==> src/rtl/regfile_wb_arbiter.sv <==
`default_nettype none
// ============================================================================
// Module   : regfile_wb_arbiter
// Purpose  : Round-robin sharing of the register-file write port among NREQ
//            write-back sources, each with a one-entry holding buffer, plus a
//            pending-write bitmap for RAW hazard stalls.
//            Optional macro WBARB_R0_DROP_EN: writes to r0 are handshaked but
//            discarded before they reach a buffer.
// Revision : 1.0 - initial release
// ============================================================================
module regfile_wb_arbiter #(
    parameter int N    = 8,
    parameter int NREQ = 3,
    parameter int AW   = 5
) (
    input  logic                 clk,
    input  logic                 reset,
    input  logic [NREQ-1:0]      req_valid,
    output logic [NREQ-1:0]      req_ready,
    input  logic [NREQ*AW-1:0]   req_addr,
    input  logic [NREQ*N-1:0]    req_data,
    output logic                 rf_w,
    output logic [AW-1:0]        rf_waddr,
    output logic [N-1:0]         rf_wdata,
    output logic [2:0]           grant_id,
    output logic [2**AW-1:0]     pending,
    output logic                 busy
);

    localparam logic [2:0] c_rr_init = 3'(NREQ - 1);

    logic [NREQ-1:0] hold_valid_q, hold_valid_d;
    logic [AW-1:0]   hold_addr_q [NREQ];
    logic [AW-1:0]   hold_addr_d [NREQ];
    logic [N-1:0]    hold_data_q [NREQ];
    logic [N-1:0]    hold_data_d [NREQ];
    logic [2:0]      rr_ptr_q, rr_ptr_d;
    logic            rf_w_q, rf_w_d;
    logic [AW-1:0]   rf_waddr_q, rf_waddr_d;
    logic [N-1:0]    rf_wdata_q, rf_wdata_d;
    logic [2:0]      grant_id_q, grant_id_d;

    logic [NREQ-1:0] grant;
    logic [NREQ-1:0] load;
    logic [2:0]      win_id;
    logic [AW-1:0]   win_addr;
    logic [N-1:0]    win_data;

    // Visit buffers in order rr_ptr+1, rr_ptr+2, ... (mod NREQ); first valid wins.
    always_comb begin
        int pos;
        grant    = '0;
        win_id   = '0;
        win_addr = '0;
        win_data = '0;
        pos      = 0;
        for (int k = 0; k < NREQ; k++) begin
            pos = int'(rr_ptr_q) + 1 + k;
            if (pos >= NREQ) pos = pos - NREQ;
            for (int i = 0; i < NREQ; i++) begin
                if (i == pos && hold_valid_q[i] && grant == '0) begin
                    grant[i] = 1'b1;
                    win_id   = 3'(i);
                    win_addr = hold_addr_q[i];
                    win_data = hold_data_q[i];
                end
            end
        end
    end

    assign req_ready = ~hold_valid_q | grant;

    always_comb begin
        for (int i = 0; i < NREQ; i++) begin
`ifdef WBARB_R0_DROP_EN
            load[i] = req_valid[i] & req_ready[i] & (req_addr[i*AW +: AW] != '0);
`else
            load[i] = req_valid[i] & req_ready[i];
`endif
        end
    end

    // A grant frees the slot; a same-cycle load refills it with the new entry.
    always_comb begin
        hold_valid_d = hold_valid_q & ~grant;
        hold_addr_d  = hold_addr_q;
        hold_data_d  = hold_data_q;
        for (int i = 0; i < NREQ; i++) begin
            if (load[i]) begin
                hold_valid_d[i] = 1'b1;
                hold_addr_d[i]  = req_addr[i*AW +: AW];
                hold_data_d[i]  = req_data[i*N +: N];
            end
        end
    end

    always_comb begin
        rr_ptr_d   = rr_ptr_q;
        rf_w_d     = |grant;
        rf_waddr_d = rf_waddr_q;
        rf_wdata_d = rf_wdata_q;
        grant_id_d = grant_id_q;
        if (|grant) begin
            rr_ptr_d   = win_id;
            rf_waddr_d = win_addr;
            rf_wdata_d = win_data;
            grant_id_d = win_id;
        end
    end

    always_ff @(posedge clk or posedge reset) begin
        if (reset) begin
            hold_valid_q <= '0;
            for (int i = 0; i < NREQ; i++) begin
                hold_addr_q[i] <= '0;
                hold_data_q[i] <= '0;
            end
            rr_ptr_q   <= c_rr_init;
            rf_w_q     <= 1'b0;
            rf_waddr_q <= '0;
            rf_wdata_q <= '0;
            grant_id_q <= '0;
        end else begin
            hold_valid_q <= hold_valid_d;
            hold_addr_q  <= hold_addr_d;
            hold_data_q  <= hold_data_d;
            rr_ptr_q     <= rr_ptr_d;
            rf_w_q       <= rf_w_d;
            rf_waddr_q   <= rf_waddr_d;
            rf_wdata_q   <= rf_wdata_d;
            grant_id_q   <= grant_id_d;
        end
    end

    always_comb begin
        pending = '0;
        for (int r = 0; r < 2**AW; r++) begin
            if (rf_w_q && rf_waddr_q == AW'(r)) pending[r] = 1'b1;
            for (int i = 0; i < NREQ; i++) begin
                if (hold_valid_q[i] && hold_addr_q[i] == AW'(r)) pending[r] = 1'b1;
            end
        end
    end

    assign busy     = (|hold_valid_q) | rf_w_q;
    assign rf_w     = rf_w_q;
    assign rf_waddr = rf_waddr_q;
    assign rf_wdata = rf_wdata_q;
    assign grant_id = grant_id_q;

endmodule
`default_nettype wire

==> config.mk <==
export PLATFORM = sky130hd
export DESIGN_NAME = regfile_wb_arbiter
export DESIGN_NICKNAME = d
export VERILOG_FILES = /design/src/rtl/regfile_wb_arbiter.sv
export SDC_FILE = /design/constraint.sdc
export NUM_CORES = 1
export LEC_CHECK = 0
export BUFFER_PORTS_ARGS = -buffer_cell sky130_fd_sc_hd__buf_2
export CORE_AREA = 2 2 99 101
export CTS_CLUSTER_DIAMETER = 120
export CTS_CLUSTER_SIZE = 12
export DETAILED_ROUTE_END_ITERATION = 7
export DIE_AREA = 0 0 101 103
export PLACE_DENSITY = 0.68
export SLEW_MARGIN = 20
export SYNTH_ARGS = -nofsm -noshare
export SYNTH_HDL_FRONTEND = slang
export SYNTH_SLANG_ARGS = --single-unit
==> constraint.sdc <==
create_clock -name clk -period 2.9 [get_ports clk]
set_input_delay 0.435 -clock clk [delete_from_list [all_inputs] [get_ports clk]]
set_output_delay 0.435 -clock clk [all_outputs]
set_load 0.05 [all_outputs]
==> metrics.cfg <==
[routing]
first_pass_iters=5
drc=0
num_vias=4317
wl_per_cell_um=21.9
first_iter_violations=349
drtAntennaViolNets=0
vias_per_cell=6.60
drt-total-wl_mm=14.4

[global_route]
grt_max_degree=60
overflow=0
first_global_vias=4128
met2_usage=0.483
met3_usage=0.0576
grt_pass1_wl_mm=22.1
antenna_found_initial=0
grt.total_usage=0.277
met1_usage=0.337
busiest_layer=met2

[clock_tree]
clk_latency_ns=0.34
cts_tree=yes
cts_root_buf=clkbuf_8
cts_made_buffers=9
htree_levels=3
cts_buffer_depth=2
clk_pin_slew_ns=0.07
clock_sinks=59

[final_layout]
drive_gt1_frac=0.383
syn_to_final_growth_pct=22.1
fin_nets=583
diodes=0
final_common_cell=buf_2
final_cell_mix=93 x buf_2, 58 x dfrtp_1, 33 x nand2_1
fill_cells=896

[sta]
fmax_mhz=356
fin_ws_ns=0.0888
layout_min_cycle_time_ns=2.81
period_share=0.969
drv_slew=0
rsz0062_at_grt=false
fin_setup_tns_ns=0
setup_viol_count_final=0
finalClockSkew_ns=0.0114
relSlewSlack=0.491
finalHoldViolCount=0
worst_pin_slew_ns=0.763

[yosys]
synth_top_area_frac=0.340
syn_area_per_cell_um2=9.69
synth-seq-cells=59
syn_area_um2=4270
synth_flop_cell=dfrtp_1
synthesis.nets=488
syn_inst=440
ys_seq_area_frac=0.346
synth_area_leaders=dfrtp_1 34%, mux2_2 7.1%, mux2_4 7.0%
ys_types=64
synth_edf_count=0
synth_top_area_cell=dfrtp_1
yosysWarnings=0
synthArstFlopShare=1.00

[critical_path]
crit_type=register to primary output
crit_required_ns=2.47
regToRegEndpoint=hold_addr_q[10]
reg2reg_slack_ns=0.20
endpoint=req_ready[2]
rr_worst_depth=9
critPathLaunchType=register
r2r-start=rr_ptr_q[1]
cp_max_fo=11
worst_setup_path_startpoint=rr_ptr_q[1]
critPathCaptureType=primary output
arrival_ns=2.38

[min_path]
hp-class=input port to register

[place]
dp_hpwl_mm=10.4
pre_cts_slack_ns=0.0346
gp_congestion=0.956
io_buffer_count=95

[floorplanning]
die_h_um=103
core_um2=9460
initial_core_util=0.451
io_pins=97
num_rows=36
dieWidth_um=101
die_area_um2=10400

[status]
status=complete, no violations

[job]
maxCapViolations=0

## critical path, stage by stage, from the launching register on
cell and delay, ns:
dfstp_2 0.58, inv_2 0.07, ha_4 0.25, nand2b_1 0.16, a21o_1 0.25, buf_4 0.19, a2bb2oi_4 0.20, a31o_4 0.19
buf_8 0.14
## worst min-delay path by stage
stage,from,end,slack [ns],cells past startpoint
floorplan,hold_data_q[16],hold_data_q[16],0.48,1
global placement,hold_data_q[16],hold_data_q[16],0.49,1
detailed placement,hold_data_q[23],hold_data_q[23],0.50,1
CTS,req_valid[1],hold_valid_q[1],0.30,2
global route,req_data[15],hold_data_q[15],0.31,2
finish,req_valid[1],hold_valid_q[1],0.30,2
## state kept, by name (all words and copies together) (netlist names)
register / count
hold_data_q: 24
rf_wdata: 8
rf_waddr: 5
hold_valid_q: 3
rr_ptr_q: 2
grant_id: 1
hold_addr_q: 15
rf_w: 1
## repair_timing
| item | in CTS | in global routing |
|---|---|---|
| pin swaps | 2 | 2 |
| hold buffers | 0 | 0 |
| gates cloned | 0 | 0 |
| buffers inserted | 3 | 2 |
| gates resized for setup | 5 | 12 |
| setup endpoints to repair | 3 | 5 |
## synth_stat cells (all sizes together) (3+ instances only)
| cell type | n |
|---|---|
| a21o | 3 |
| o211ai | 13 |
| inv | 9 |
| nand3 | 15 |
| a21oi | 11 |
| buf | 13 |
| nor3 | 11 |
| mux2 | 47 |
| nand4b | 3 |
| and2 | 5 |
| nor2 | 24 |
| clkbuf | 23 |
| a22oi | 23 |
| a221o | 8 |
| nand2b | 13 |
| mux2i | 4 |
| nor2b | 16 |
| o211a | 3 |
| a31oi | 13 |
| a32oi | 6 |
| nand4 | 4 |
| dfrtp | 58 |
| o221ai | 25 |
| o22ai | 12 |
| ha | 4 |
| nand2 | 33 |
| or2 | 5 |
## per-stage QoR
stage	instances	hold WS [ns]	utilization	instance area, µm²
detailed placement	633	0.497	0.515	4870
global route	654	0.312	0.551	5210
finish	654	0.296	0.551	5210
floorplan	440	0.481	-	4270
global placement	633	0.493	0.515	4870
CTS	652	0.298	0.543	5140
## kinds of logic (layout without fill, tap and decap cells)
logic type      Yosys count  after routing  synth area share
compound gates          141            141             0.274
flops                    59             59             0.346
simple gates            139            139             0.167
buf+inv                  45            145            0.0490
mux                      51             51             0.151
other cells               1              1          0.000879
fa+ha+maj                 4              4            0.0117
## cell type report
cell class,instances,area (µm²),area share
inverter,9,33.8,0.00649
clock inverter,7,100,0.0192
tap,114,143,0.0274
timing repair buffer,120,688,0.132
clock buffer,9,124,0.0238
multi-input combinational,336,2640,0.507
sequential,59,1480,0.284
## routing by layer
layer	routed length, µm	vias to the layer above
li1	-	1903
met1	5530	2086
met2	6950	276
met3	1300	52
met4	580	0
met5	0	-
Power is left out: the tool's default activity adds up to more than one toggle a clock period on the data nets, which glitch-free logic cannot reach.
